[config.mk]
export PLATFORM = sky130hd
export DESIGN_NAME = sfx_mixer_flat
export DESIGN_NICKNAME = d
export VERILOG_FILES = /design/src/rtl/sfx_mixer_if.sv /design/src/rtl/sfx_mixer.sv /design/src/flat_wrapper.sv
export SDC_FILE = /design/constraint.sdc
export NUM_CORES = 1
export LEC_CHECK = 0
export BUFFER_PORTS_ARGS = -buffer_cell sky130_fd_sc_hd__buf_2
export CORE_MARGIN = 3
export CORE_UTILIZATION = 60
export CTS_CLUSTER_SIZE = 10
export DETAILED_ROUTE_END_ITERATION = 10
export PLACE_DENSITY_LB_ADDON = 0.12
export SETUP_SLACK_MARGIN = 0.2
export SLEW_MARGIN = 30
export SYNTH_ARGS = -nofsm -noshare
export SYNTH_HDL_FRONTEND = slang
export SYNTH_SLANG_ARGS = --single-unit
[constraint.sdc]
create_clock -name clk -period 3.9 [get_ports clk]
set_input_delay 0.585 -clock clk [delete_from_list [all_inputs] [get_ports clk]]
set_output_delay 0.585 -clock clk [all_outputs]
set_load 0.01 [all_outputs]
[src/rtl/sfx_mixer_if.sv]
// Signal bundle between the game logic / music generator and the speaker mixer.
// The master drives the music, triggers and volume; the slave returns the speaker and busy flag.
`timescale 1ns/1ps
interface sfx_mixer_if;
  logic       music_in;
  logic       music_en;
  logic [2:0] sfx_trig;
  logic [2:0] volume;
  logic       speaker;
  logic       sfx_busy;

  modport master (
    output music_in, music_en, sfx_trig, volume,
    input  speaker, sfx_busy
  );

  modport slave (
    input  music_in, music_en, sfx_trig, volume,
    output speaker, sfx_busy
  );
endinterface

[src/rtl/sfx_mixer.sv]
// Final audio stage: background music, swept-tone / noise sound effects with music ducking,
// and 3-bit PWM volume gating onto a single registered speaker bit.
`timescale 1ns/1ps
module sfx_mixer #(
  parameter logic [23:0] SFX_LEN     = 24'd2_500_000,
  parameter int unsigned STEP_LOG2   = 16,
  parameter logic [15:0] SWEEP       = 16'd40,
  parameter logic [15:0] SHOOT_START = 16'd6000,
  parameter logic [15:0] JUMP_START  = 16'd12000,
  parameter logic [15:0] MIN_HALF    = 16'd500,
  parameter logic [15:0] HIT_HALF    = 16'd200
) (
  input  logic        clk,
  input  logic        reset,
  sfx_mixer_if.slave  bus
);

  typedef enum logic {IDLE, PLAY} state_e;
  // Encoding doubles as priority: a larger value wins.
  typedef enum logic [1:0] {
    FX_NONE  = 2'd0,
    FX_SHOOT = 2'd1,
    FX_JUMP  = 2'd2,
    FX_HIT   = 2'd3
  } fx_e;

  localparam logic [STEP_LOG2-1:0] STEP_ONE = STEP_LOG2'(1);

  state_e               state_q;
  fx_e                  cur_fx_q;
  logic [15:0]          half_q;
  logic [15:0]          half_cnt_q;
  logic                 tone_q;
  logic [23:0]          dur_cnt_q;
  logic [STEP_LOG2-1:0] step_cnt_q;
  logic [2:0]           pwm_cnt_q;
  logic [15:0]          lfsr_q;
  logic                 speaker_q;
  logic                 busy_q;

  fx_e         trig_fx;
  logic        start;
  logic        src;
  logic [15:0] start_half;
  logic [15:0] half_d;
  logic [15:0] lfsr_d;
  logic [16:0] sweep_sum;

  // NOTE: every signal written here gets a default first, so no latch can be inferred.
  always_comb begin
    trig_fx = FX_NONE;
    if (bus.sfx_trig[2])      trig_fx = FX_HIT;
    else if (bus.sfx_trig[1]) trig_fx = FX_JUMP;
    else if (bus.sfx_trig[0]) trig_fx = FX_SHOOT;

    start = (trig_fx != FX_NONE) && ((state_q == IDLE) || (trig_fx >= cur_fx_q));

    start_half = SHOOT_START;
    case (trig_fx)
      FX_HIT:  start_half = HIT_HALF;
      FX_JUMP: start_half = JUMP_START;
      default: start_half = SHOOT_START;
    endcase

    lfsr_d = {lfsr_q[14:0], lfsr_q[15] ^ lfsr_q[13] ^ lfsr_q[12] ^ lfsr_q[10]};

    // Shoot falls in pitch (saturating at the top), jump rises until the floor.
    sweep_sum = {1'b0, half_q} + {1'b0, SWEEP};
    half_d    = half_q;
    case (cur_fx_q)
      FX_SHOOT: half_d = sweep_sum[16] ? 16'hFFFF : sweep_sum[15:0];
      FX_JUMP:  half_d = ({1'b0, half_q} >= ({1'b0, MIN_HALF} + {1'b0, SWEEP}))
                         ? (half_q - SWEEP) : MIN_HALF;
      default:  half_d = half_q;
    endcase

    src = (state_q == PLAY) ? tone_q : (bus.music_in & bus.music_en);
  end

  // NOTE: sequential state is updated with non-blocking assignments only.
  always_ff @(posedge clk or posedge reset) begin
    if (reset) begin
      state_q    <= IDLE;
      cur_fx_q   <= FX_NONE;
      half_q     <= '0;
      half_cnt_q <= '0;
      tone_q     <= 1'b0;
      dur_cnt_q  <= '0;
      step_cnt_q <= '0;
      pwm_cnt_q  <= '0;
      lfsr_q     <= 16'hACE1;
      speaker_q  <= 1'b0;
      busy_q     <= 1'b0;
    end else begin
      pwm_cnt_q <= pwm_cnt_q + 3'd1;
      speaker_q <= src & (pwm_cnt_q < bus.volume);

      if (start) begin
        state_q    <= PLAY;
        cur_fx_q   <= trig_fx;
        half_q     <= start_half;
        half_cnt_q <= start_half - 16'd1;
        tone_q     <= 1'b1;
        dur_cnt_q  <= SFX_LEN - 24'd1;
        step_cnt_q <= '0;
        busy_q     <= 1'b1;
      end else if (state_q == PLAY) begin
        if (dur_cnt_q == '0) begin
          state_q <= IDLE;
          busy_q  <= 1'b0;
          tone_q  <= 1'b0;
        end else begin
          dur_cnt_q  <= dur_cnt_q - 24'd1;
          step_cnt_q <= step_cnt_q + STEP_ONE;
          // The swept half-period is only picked up at the next reload below.
          if (step_cnt_q == '1) half_q <= half_d;
          if (half_cnt_q == '0) begin
            half_cnt_q <= half_q - 16'd1;
            if (cur_fx_q == FX_HIT) begin
              lfsr_q <= lfsr_d;
              tone_q <= lfsr_d[0];
            end else begin
              tone_q <= ~tone_q;
            end
          end else begin
            half_cnt_q <= half_cnt_q - 16'd1;
          end
        end
      end
    end
  end

  assign bus.speaker  = speaker_q;
  assign bus.sfx_busy = busy_q;

endmodule

[src/flat_wrapper.sv]
// flat-port wrapper written by rule: the top's interface ports become plain ports
module sfx_mixer_flat 
#(
  parameter logic [23:0] SFX_LEN     = 24'd2_500_000,
  parameter int unsigned STEP_LOG2   = 16,
  parameter logic [15:0] SWEEP       = 16'd40,
  parameter logic [15:0] SHOOT_START = 16'd6000,
  parameter logic [15:0] JUMP_START  = 16'd12000,
  parameter logic [15:0] MIN_HALF    = 16'd500,
  parameter logic [15:0] HIT_HALF    = 16'd200
)
  (clk, reset, bus_music_in, bus_music_en, bus_sfx_trig, bus_volume, bus_speaker, bus_sfx_busy);
  sfx_mixer_if bus_i ();
  input  logic clk;
  input  logic reset;
  input wire logic [$bits(bus_i.music_in)-1:0] bus_music_in;
  input wire logic [$bits(bus_i.music_en)-1:0] bus_music_en;
  input wire logic [$bits(bus_i.sfx_trig)-1:0] bus_sfx_trig;
  input wire logic [$bits(bus_i.volume)-1:0] bus_volume;
  output wire logic [$bits(bus_i.speaker)-1:0] bus_speaker;
  output wire logic [$bits(bus_i.sfx_busy)-1:0] bus_sfx_busy;
  assign bus_i.music_in = bus_music_in;
  assign bus_i.music_en = bus_music_en;
  assign bus_i.sfx_trig = bus_sfx_trig;
  assign bus_i.volume = bus_volume;
  assign bus_speaker = bus_i.speaker;
  assign bus_sfx_busy = bus_i.sfx_busy;
  sfx_mixer #(.SFX_LEN(SFX_LEN), .STEP_LOG2(STEP_LOG2), .SWEEP(SWEEP), .SHOOT_START(SHOOT_START), .JUMP_START(JUMP_START), .MIN_HALF(MIN_HALF), .HIT_HALF(HIT_HALF)) u_core (.clk(clk), .reset(reset), .bus(bus_i));
endmodule
* After elaboration in Yosys (flattened, before gate mapping)
Cells that the tools add are included.
W data, S select, Z words.
** Word-level totals
- Bits in registers :: 97
- Input bits :: 10
- Output and inout port bits :: 2
- Logic and storage cells :: 86
** Cells by class
- $add $sub $neg :: 8
- Order comparisons :: 3
- Equal/unequal tests :: 7
- Muxes and demuxes :: 33
- Bitwise gates (word level) :: 9
- Reductions and logical operators :: 15
** Operators with widths (count)
- $mux W16 :: 13
- $mux W24 :: 3
- $pmux W16 S2 :: 1
- $sub A16 B1 Y16 const B :: 2
- $pmux W14 S2 :: 1
- $logic_not A24 Y1 :: 1
- $sub A24 B1 Y24 const B :: 1
- $add A16 B6 Y17 const B :: 1
- $add A16 B1 Y16 const B :: 1
- $eq A16 B16 Y1 const B :: 1
- $ge A16 B10 Y1 const B :: 1
- $logic_not A16 Y1 :: 1
- $sub A16 B6 Y16 const B :: 1
- $sub A14 B1 Y15 const B :: 1
- $mux W1 :: 13
- $eq A2 B2 Y1 const B :: 4
- $reduce_bool A2 Y1 :: 4
- $reduce_and A2 Y1 :: 3
- $reduce_bool A3 Y1 :: 2
- $reduce_and A5 Y1 :: 1
- $mux W2 :: 2
- $not A1 Y1 :: 4
- $reduce_and A4 Y1 :: 1
- $add A3 B1 Y3 const B :: 1
- 8 further kinds :: 11

* Logic depth before layout (Yosys ltp)
Gate-level depths: netlist (run 1).
- Word-level depth :: 8
- Gate-level depth with buffers :: 14
- Gate-level depth less buffers :: 11

* Least setup slack after synthesis (run 1)
OpenSTA, ideal clock, no wires.
- Path kind :: flip-flop to flip-flop
- Start point :: register u_core.half_cnt_q[8]
- End point :: register u_core.half_cnt_q[14]
- Library setup time :: 0.136 ns
- Arrival time :: 3.069 ns
- Data required time :: 3.764 ns
- Path slack :: 0.695 ns
- Stages on the path, launching flop included :: 15
- Path buffers :: 3
- Period minus slack after synthesis :: 3.205 ns
- Cells stage by stage :: dfrtp_1 > buf_2 > nor4_1 > nand2_1 > nor2_1 > clkbuf_1 > a21oi_1 > ha_1 > or3b_2 > clkbuf_1 > nor2_1 > o31ai_1 > or4_1 > mux2i_1 > a31oi_1
** Between the ends
- Cells in the longest elaborated chain, start to end :: 5
- Elaborated cells between the ends (all ways) :: 6
- Those cells by class :: 1 x add/sub; 4 x mux; 1 x reduce/logical
** Ends and longest elaborated chain
- from (decl) :: RTL line sfx_mixer.sv:32 : logic [15:0] half_cnt_q;
- from (signal assigned) :: RTL line sfx_mixer.sv:102 : half_cnt_q <= start_half - 16'd1;
- from (signal assigned) :: RTL line sfx_mixer.sv:118 : half_cnt_q <= half_q - 16'd1;
- from (signal assigned) :: RTL line sfx_mixer.sv:126 : half_cnt_q <= half_cnt_q - 16'd1;
- $sub A16 B1 Y16 / $logic_not A16 Y1 (equally long branches) :: RTL line sfx_mixer.sv:126, sfx_mixer.sv:117
- $mux W16 * :: RTL line sfx_mixer.sv:117 : if (half_cnt_q == '0) begin
- $mux W16 * :: RTL line sfx_mixer.sv:108 : if (dur_cnt_q == '0) begin
- $mux W16 * :: RTL line sfx_mixer.sv:107 : end else if (state_q == PLAY) begin
- $mux W16 * :: RTL line sfx_mixer.sv:98 : if (start) begin
Mark *: on every way between the ends. The rest lies on a longest branch, timed or not. The select of a mux whose other input is x is not followed.
A chain may end at the register's enable or synchronous reset.

* Worst setup path after layout (run 1)
Ends and elaborated chain as after synthesis.

==> out/results.txt, run 1 <==
CP peak stage delay: 0.59 ns
Area contributors post-synth: dfrtp_1 (37%), nor2_1 (4.5%), xnor2_1 (3.7%)
CP Capture Type: register
WL per Instance: 18.4 um
Final hold slack: 0.227 ns
Mapped Cells: 667
Unrepaired setup endpoints after global routing: false
DR vias/cell: 6.59
Final Max Slew Viols: 0
Critical Path RT: 4.12 ns
Worst-margin pin slew: 0.949 ns
Synth top area share: 36.9%
Worst-path maximum fanout: 9
Fmax: 0.309 GHz
Max-slew headroom: 36.5%
Core area: 0.00946 sq mm
H-tree depth reported by CTS: 3
Chip Width: 106 um
Hold crit path type: in -> async
Drt first pass iters: 5
Outcome: finished, final reports clean
DR iter-0 viols: 547
Synth Warn #: 0
Fin crit period: 3.23 ns
I/O Buffers: 11
PD cells: 527 mW/mm^2
Ant diodes: 0
Initial core utilization: 63.0%
Remaining Overflow, GRT: 0
FP Rows: 35
Leakage Power: 2.41 nW
Cell Chain, Critical Path: nor4_1, nand2_1, nor2_1, a21oi_1, ha_1, or3b_2, nor2_1, o31ai_1, or4_1, mux2i_1, a31oi_1
Synthesized area: 0.00596 sq mm
Slowest cell on the critical path: or4_1
Clk slew on worst S/H paths: 0.11 ns
Clock buffer depth: 2
Main flop type after synthesis: dfrtp_1
WL final: 14,600 um
Post-synth EDFFs: 0
P_sw: 0.00150 W
Post-synth top area cell: dfrtp_1
Combinational Power Share: 36.9%
Synth unique cells: 74
Final Hold Fails: 0
Layout cells sized above 1: 13.1%
Skew-Pair Late Insertion Delay: 0.37 ns
Cell mode on critical path: nor2_1
Area Growth Syn to Fin: 5.48%
Post-CTS Resized: 0
Reg power frac: 43.5%
Initial antenna violation count: 1
Crit path DAT: 3.45 ns
Final nets: 683
Largest net degree at the start of global routing: 38
Total GRT Usage: 27.2%
Vias in the first global route: 5,122
# setup viols final: 0
Mapped Nets: 689
Post-CTS Setup Bufs: 0
Setup Skew: 0.0154 ns
Period utilization: 82.9%
Final Instance Area: 0.00629 sq mm
Via Count: 5,237
Placed inst area: 0.00609 sq mm
Die footprint: 0.0112 sq mm
Sequential element share of the synthesized area: 40.5%
First-pass GRT wire length: 24,900 um
# Max-Cap Violations: 0
Total CTS buffers: 9
Critical Path Source Type: register
Pint: 0.00181 W
IO Count: 12
Root buffer cell: clkbuf_8
CTS Hold Bufs: 0
Fillers: 807
Synth Register Bits: 96
Share of synthesized flip-flops with an asynchronous set or reset: 100%
Mapped Avg Cell Area: 8.94 sq um
Final GP Congestion: 0.929
Sw Ratio: 45.4%
Clock power frac: 19.7%
CTS Sinks: 96
Maximum vdd ir drop: 0.000251 V
Detailed placement HPWL: 10,200 um
CP Class: reg -> reg
Setup TNS: 0 ns
Remaining antenna violation count: 0
TritonCTS clock tree: built
Post-route DRC: 0
Die span in y: 106 um
cells in the final DEF, fill, tap and decap left out, types with 18 or more instances in the layout:
cell type  Yosys  layout
dfrtp_1       88      88
nor2_1        71      71
nand2_1       58      58
o21ai_0       36      36
a21oi_1       36      36
nor3_1        25      25
xnor2_1       25      25
nand3_1       23      23
nor4_1        20      20
or3_1         19      19
inv_1         19      18
cells in the mapped netlist (all sizes together), types with 7 or more instances:
cell type	number
xnor2	25
mux2	17
dfstp	8
nor2	73
o2111ai	7
dfrtp	88
a2111oi	9
nand3	23
ha	12
nor3	26
o21ai	38
or3	19
nor4	21
nand2	58
a31oi	8
inv	20
buf	8
or4	13
a21oi	37
xor2	17
clkbuf	31
o211ai	7
a211oi	9
final timing paths:
check | from | end | slack (ns) | cells after the start
worst min register to register | u_core.pwm_cnt_q[0] | u_core.pwm_cnt_q[0] | 0.47 | 1
worst min-delay path | reset | u_core.bus.speaker | 0.23 | 2
min in group clk | u_core.pwm_cnt_q[0] | u_core.pwm_cnt_q[0] | 0.47 | 1
worst max register to register | u_core.half_cnt_q[8] | u_core.half_cnt_q[14] | 0.67 | 11
max in group asynchronous | reset | u_core.dur_cnt_q[23] | 2.85 | 3
worst max-delay path | u_core.half_cnt_q[8] | u_core.half_cnt_q[14] | 0.67 | 11
critical path, delay by kind of cell, from the launching register on:
kind | cells | cell delay (ns)
simple gates | 6 | 1.71
flops | 1 | 0.49
compound gates | 3 | 0.46
fa+ha+maj | 1 | 0.22
mux | 1 | 0.19
state kept, by name, summed over array words and instances (netlist names), 2 cells and up:
name               count
u_core.pwm_cnt_q       3
u_core.lfsr_q         16
u_core.step_cnt_q     16
u_core.half_cnt_q     16
u_core.cur_fx_q        2
u_core.half_q         15
u_core.dur_cnt_q      24
stage by stage:
stage	instances	total power (W)	setup slack (ns)	util, %
6_report	795	0.00331	0.668	66.5
5_1_grt	795	0.00353	0.409	66.5
4_1_cts	795	0.00329	0.699	66.5
3_5_place_dp	779	0.00264	0.723	64.4
3_3_place_gp	779	0.00260	0.816	64.4
2_1_floorplan	667	0.00230	0.695	-
logic make-up (layout without fill, tap and decap cells):
kind of cell,Yosys count,after routing,share of synthesized area [%]
compound gates,165,165,19.2
xor+xnor,42,42,6.17
fa+ha+maj,12,12,2.52
buf+inv,60,59,4.39
flops,96,96,40.5
mux,21,21,3.88
simple gates,271,271,23.4
power groups by stage:
| stage | sequential, W | combinational [W] | clock, W |
|---|---|---|---|
| floorplan | 0.00127 | 0.00103 | 0 |
| detailed placement | 0.00144 | 0.00120 | 0 |
| CTS | 0.00142 | 0.00120 | 0.000663 |
| global route | 0.00147 | 0.00136 | 0.000708 |
| global placement | 0.00143 | 0.00117 | 0 |
| finish | 0.00144 | 0.00122 | 0.000651 |
layer usage:
layer  up-vias  GRT usage, %  wire length [um]
li1       2448             -                 -
met1      2554          36.7              6360
met2       196          44.5              6960
met3        37          5.21              1020
met4         2          8.60               267
met5         -             0                 7
area by class of cell:
type / count / area, sq um / area share, %
Multi-Input combinational cell: 511 / 3300 / 52.5
Sequential cell: 96 / 2410 / 38.4
Tap cell: 129 / 161 / 2.57
Timing Repair Buffer: 22 / 138 / 2.19
Clock buffer: 9 / 124 / 1.97
Inverter: 21 / 81.3 / 1.29
Clock inverter: 7 / 71.3 / 1.13
No activity file was read; power rests on OpenSTA's default activity.
==> run 2, diff against run 1 <==
--- a/config.mk
+++ b/config.mk
@@ -7,7 +7,7 @@
 export LEC_CHECK = 0
 export BUFFER_PORTS_ARGS = -buffer_cell sky130_fd_sc_hd__buf_2
 export CORE_MARGIN = 3
-export CORE_UTILIZATION = 60
+export CORE_UTILIZATION = 57
 export CTS_CLUSTER_SIZE = 10
 export DETAILED_ROUTE_END_ITERATION = 10
 export PLACE_DENSITY_LB_ADDON = 0.12
==> constraint.sdc (replaced) <==
create_clock -name clk -period 2.7 [get_ports clk]
set_input_delay 0.405 -clock clk [delete_from_list [all_inputs] [get_ports clk]]
set_output_delay 0.405 -clock clk [all_outputs]
set_load 0.01 [all_outputs]
==> run 2 against run 1 <==
Register-to-register slack got worse by 0.50 ns. Sequential share of layout area fell by 5.4 points. Global-route usage rose by 1.4 points. Core utilization rose by 7.2 points. Setup slack got worse by 0.50 ns. Combinational power rose by 120%. Clock power rose by 63%. First-iteration DRC count fell by 10%.
==> out/results.txt, run 2 (same netlist as run 1, synthesis figures left out) <==
CP peak stage delay: 0.59 ns (about the same)
Drt first pass iters: 5 (unchanged)
Placed Cells: 831 (+6.7%)
Period utilization: 93.9% (+11 points)
Number of flip-flops in the largest register: 24 (unchanged)
Final hold slack: 0.0663 ns (-0.160 ns)
FP Rows: 36 (+2.9%)
Final Max Slew Viols: 0 (unchanged)
Fin crit period: 2.53 ns (-0.698 ns)
I/O Buffers: 11 (unchanged)
Final nets: 766 (+12%)
Final Util: 73.7% (+7.2 points)
Total GRT Usage: 28.6% (+1.4 points)
Fillers: 732 (-9.3%)
WP buf/inv: 2 (+2)
Clock buffer depth: 2 (unchanged)
Final GP Congestion: 0.927 (-0.27%)
DR vias/cell: 6.41 (-2.7%)
Die span in y: 108 um (+2.4%)
Final Hold Fails: 0 (unchanged)
Max-slew headroom: 45.6% (+9.1 points)
TritonCTS clock tree: built
Layout cells sized above 1: 27.6% (+15 points)
Setup Skew: 0.0105 ns (-0.00489 ns)
Initial core utilization: 59.9% (-3.1 points)
Initial antenna violation count: 0 (-1)
CP Class: reg -> reg
IO Count: 12 (unchanged)
# Max-Cap Violations: 0 (unchanged)
Fmax: 0.395 GHz (+28%)
Vias in the first global route: 5,305 (+3.6%)
Commonest non-fill, non-tap cell in the layout: dfrtp_1
PD cells: 760 mW/mm^2 (+44%)
Remaining antenna violation count: 0 (unchanged)
Skew-Pair Late Insertion Delay: 0.36 ns (about the same)
Largest net degree at the start of global routing: 76 (+100%)
Outcome: finished, final reports clean
Setup TNS: 0 ns (unchanged)
Total CTS buffers: 9 (unchanged)
Core area: 0.00995 sq mm (+5.2%)
Clk slew on worst S/H paths: 0.09 ns (-0.02 ns)
Remaining Overflow, GRT: 0 (unchanged)
Maximum vdd ir drop: 0.000541 V (+120%)
Slowest cell on the critical path: or4_4
Cell Chain, Critical Path: or4_4, or4_4, o21ai_4, buf_12, buf_8, a21oi_2, xnor2_1, nor2_1
WL per Instance: 19.1 um (+4.0%)
Ant diodes: 0 (unchanged)
Crit path DAT: 2.79 ns (-0.66 ns)
Most frequent cells in the layout: dfrtp_1 (82), buf_4 (80), nor2_1 (68)
Critical Path RT: 2.96 ns (-1.16 ns)
Worst-path maximum fanout: 6 (-3)
Hold crit path type: in -> async
Cell mode on critical path: or4_4
Detailed placement HPWL: 11,400 um (+12%)
Top Family by Delay on Critical Path: simple AND/OR/NAND/NOR gates
Area Growth Syn to Fin: 23.1%
Worst-margin pin slew: 0.815 ns (-0.135 ns)
# setup viols final: 0 (unchanged)
DR iter-0 viols: 492 (-10%)
Post-route DRC: 0 (unchanged)
Leakage Power: 2.92 nW (+21%)
Root buffer cell: clkbuf_8
Die footprint: 0.0117 sq mm (+5.0%)
Chip Width: 108 um (+2.4%)
Unrepaired setup endpoints after global routing: true
Largest register by flop count: u_core.dur_cnt_q
First-pass GRT wire length: 26,300 um (+5.9%)
H-tree depth reported by CTS: 3 (unchanged)
Via Count: 5,655 (+8.0%)
CP Capture Type: register
Critical Path Source Type: register
WL final: 16,900 um (+15%)
CTS Sinks: 96 (unchanged)
Final Non-Filler Cells: 882 (+11%)
-- run 2: path summary, 6_finish.rpt --
check,start,to,slack (ns),cells past startpoint
worst min-delay path,reset,u_core.dur_cnt_q[2],0.07,2
worst min register to register,u_core.pwm_cnt_q[0],u_core.pwm_cnt_q[0],0.45,1
worst max register to register,u_core.dur_cnt_q[12],u_core.dur_cnt_q[9],0.17,8
min in group clk,bus_volume[2],u_core.bus.speaker,0.40,4
max in group asynchronous,reset,u_core.lfsr_q[11],1.86,3
worst max-delay path,u_core.dur_cnt_q[12],u_core.dur_cnt_q[9],0.17,8
-- run 2: area by class of cell --
cell class | count | area, sq um | share of cell area (%)
multi-input cells | 511 | 3540 | 48.3
flip-flops and latches | 96 | 2420 | 33.0
inverters | 21 | 82.6 | 1.13
well taps | 133 | 166 | 2.27
clock inverters | 4 | 76.3 | 1.04
clock buffers | 12 | 145 | 1.98
repair buffers | 105 | 905 | 12.3
-- run 2: worst register-to-register path: stages (launching register included) --
cell     delay [ns]
dfrtp_1        0.40
or4_4          0.56
or4_4          0.59
o21ai_4        0.26
buf_12         0.17
buf_8          0.11
a21oi_2        0.06
xnor2_1        0.21
nor2_1         0.07
-- run 2: layer usage --
| layer | up-vias | track usage (%) | routed length, um |
|---|---|---|---|
| met4 | 0 | 10.6 | 581 |
| met2 | 262 | 46.4 | 8000 |
| li1 | 2618 | - | - |
| met3 | 52 | 6.03 | 1210 |
| met5 | - | 0 | 0 |
| met1 | 2723 | 37.9 | 7070 |
-- run 2: power breakdown --
| part | switching, W | internal, W | total [W] |
|---|---|---|---|
| registers | 0.000205 | 0.00164 | 0.00185 |
| logic | 0.00162 | 0.00105 | 0.00267 |
| clock network | 0.000505 | 0.000552 | 0.00106 |
| total | 0.00233 | 0.00325 | 0.00557 |
-- run 2: what timing repair did --
action	CTS	global route
gates cloned	1	2
setup endpoints to repair	36	65
gates resized for setup	9	46
pin swaps	9	31
hold buffers	0	0
setup buffers	12	20
-- run 2: per-stage QoR --
step | instance area (sq um) | worst slack, ns | power [W]
after detailed placement | 6590 | 0.0533 | 0.00427
after CTS | 6970 | 0.146 | 0.00543
final | 7340 | 0.166 | 0.00557
after floorplan | 6080 | -0.0802 | 0.00338
after global placement | 6590 | 0.140 | 0.00424
after global routing | 7340 | 0.0933 | 0.00587
==> run 3, diff against run 2 <==
--- a/config.mk
+++ b/config.mk
@@ -5,7 +5,7 @@
 export SDC_FILE = /design/constraint.sdc
 export NUM_CORES = 1
 export LEC_CHECK = 0
-export BUFFER_PORTS_ARGS = -buffer_cell sky130_fd_sc_hd__buf_2
+export BUFFER_PORTS_ARGS = -buffer_cell sky130_fd_sc_hd__buf_4
 export CORE_MARGIN = 3
 export CORE_UTILIZATION = 57
 export CTS_CLUSTER_SIZE = 10
==> run 3 against run 2 <==
Flip-flop and latch count did not move. Die area unchanged. Critical path depth did not move. Final area up 0.90%. Global-route usage grew 2.1 points. Largest power group unchanged. Core utilization grew 0.67 points. Via count grew 2.7%. Power up 0.16%. Routed wire length grew 8.7%. Combinational power increased by 4%.
==> out/results.txt, run 3 (same netlist as run 1, synthesis figures left out) <==
Outcome: finished, final reports clean
CP Class: reg -> reg
Vias in the first global route: 5,566 (+4.9%)
Placed inst area: 0.00657 sq mm (-0.34%)
DR vias/cell: 6.63 (+3.4%)
Root buffer cell: clkbuf_8
DR iter-0 viols: 572 (+16%)
Placed Cells: 826 (-0.60%)
Largest register by flop count: u_core.dur_cnt_q
Final GP Congestion: 0.933 (+0.69%)
Final Non-Filler Cells: 876 (-0.68%)
Cell Chain, Critical Path: or4_4, or4_4, o21ai_4, buf_12, buf_8, a211oi_4, xnor2_1, nor2_1
Fmax: 0.397 GHz (+0.70%)
Worst-path maximum fanout: 7 (+1)
Most frequent cells in the layout: buf_4 (87), dfrtp_1 (83), nor2_1 (67)
Post-route DRC: 0 (unchanged)
CTS Sinks: 96 (unchanged)
Detailed placement HPWL: 11,700 um (+2.8%)
Chip Width: 108 um (unchanged)
CP Capture Type: register
Remaining Overflow, GRT: 0 (unchanged)
PD cells: 754 mW/mm^2 (-0.74%)
Reg2reg path depth: 8 (unchanged)
Worst R2R End: u_core.dur_cnt_q[23]
Final nets: 760 (-0.78%)
Initial core utilization: 59.9% (unchanged)
Critical Path Source Type: register
Period utilization: 93.2% (-0.65 points)
Critical Path RT: 2.97 ns (about the same)
Largest net degree at the start of global routing: 97 (+28%)
Die span in y: 108 um (unchanged)
Cell mode on critical path: or4_4
FF-to-FF Start: u_core.dur_cnt_q[10]
Drt first pass iters: 6 (+1)
Crit path DAT: 2.79 ns (about the same)
Total GRT Usage: 30.7% (+2.1 points)
Final Max Slew Viols: 0 (unchanged)
Layout cells sized above 1: 28.7% (+1.0 points)
Core area: 0.00995 sq mm (unchanged)
Number of flip-flops in the largest register: 24 (unchanged)
Setup Skew: 0.0171 ns (+0.00655 ns)
# Max-Cap Violations: 0 (unchanged)
Hold crit path type: in -> async
IO Count: 12 (unchanged)
Remaining antenna violation count: 0 (unchanged)
Skew-Pair Late Insertion Delay: 0.39 ns (+0.03 ns)
TritonCTS clock tree: built
Final Hold Fails: 0 (unchanged)
Area Growth Syn to Fin: 24.2%
CP peak stage delay: 0.57 ns (-0.02 ns)
First-pass GRT wire length: 28,100 um (+6.8%)
WL per Instance: 20.9 um (+9.4%)
Via Count: 5,805 (+2.7%)
Top Family by Delay on Critical Path: simple AND/OR/NAND/NOR gates
# setup viols final: 0 (unchanged)
FP Rows: 36 (unchanged)
Initial antenna violation count: 0 (unchanged)
Total CTS buffers: 9 (unchanged)
Slowest cell on the critical path: or4_4
Commonest non-fill, non-tap cell in the layout: buf_4
Maximum vdd ir drop: 0.000638 V (+18%)
Clk slew on worst S/H paths: 0.11 ns (+0.02 ns)
Final Instance Area: 0.00740 sq mm (+0.90%)
Flop-to-flop setup slack: 0.18 ns (+0.02 ns)
I/O Buffers: 11 (unchanged)
Max-slew headroom: 57.6% (+12 points)
Ant diodes: 0 (unchanged)
Unrepaired setup endpoints after global routing: true
Fin crit period: 2.52 ns (-0.0175 ns)
WL final: 18,300 um (+8.7%)
Worst-margin pin slew: 0.636 ns (-0.178 ns)
Die footprint: 0.0117 sq mm (unchanged)
WP buf/inv: 2 (unchanged)
Final hold slack: 0.163 ns (+0.0972 ns)
Clock buffer depth: 2 (unchanged)
H-tree depth reported by CTS: 3 (unchanged)
Leakage Power: 2.86 nW (-2.0%)
-- run 3: routing by layer --
metal / up-vias / wire, um / global-route usage, %
met5: - / 0 / 0
met4: 0 / 535 / 11.5
met3: 51 / 1270 / 7.76
met2: 255 / 9110 / 50.0
met1: 2884 / 7400 / 39.8
li1: 2615 / - / -
-- run 3: worst max-delay path by stage --
stage	startpoint	endpoint	slack, ns	cells past startpoint
floorplan	u_core.half_cnt_q[8]	u_core.half_cnt_q[14]	-0.08	14
global placement	u_core.half_cnt_q[3]	u_core.half_cnt_q[15]	0.13	5
detailed placement	u_core.half_cnt_q[10]	u_core.half_cnt_q[14]	0.05	11
CTS	u_core.dur_cnt_q[9]	u_core.lfsr_q[14]	0.18	6
global route	u_core.dur_cnt_q[12]	u_core.dur_cnt_q[21]	0.1	8
finish	u_core.dur_cnt_q[10]	u_core.dur_cnt_q[23]	0.18	8
-- run 3: area by class of cell --
type | count | area (sq um)
inverter | 21 | 82.6
fill | 692 | 2550
clock inverter | 6 | 60.1
timing repair buffer | 98 | 856
multi-input combinational | 512 | 3680
sequential | 96 | 2420
tap | 133 | 166
clock buffer | 10 | 138
-- run 3: worst min-delay path, stage by stage --
cell	delay, ns
buf_4	0.12
clkinvlp_4	0.07
buf_12	0.41
-- run 3: repair_timing --
action | 4_1_cts | 5_1_grt
resized for setup | 12 | 57
hold buffers | 0 | 0
pin swaps | 8 | 55
setup buffers | 11 | 19
gates cloned | 1 | 3
setup endpoints to repair | 36 | 64
-- run 3: power breakdown --
| group | switching (W) | internal [W] | total [W] | leakage, nW |
|---|---|---|---|---|
| sequential | 0.000220 | 0.00164 | 0.00186 | 1.15 |
| combinational | 0.00171 | 0.00106 | 0.00277 | 1.61 |
| clock | 0.000566 | 0.000380 | 0.000946 | 0.0942 |
-- run 3: through the flow --
stage	setup TNS [ns]	power [W]	setup WS [ns]	utilization [%]
global route	0	0.00590	0.0960	74.4
finish	0	0.00558	0.183	74.4
floorplan	-0.0802	0.00338	-0.0802	-
CTS	0	0.00533	0.176	69.5
detailed placement	0	0.00426	0.0530	66.0
global placement	0	0.00419	0.134	66.0
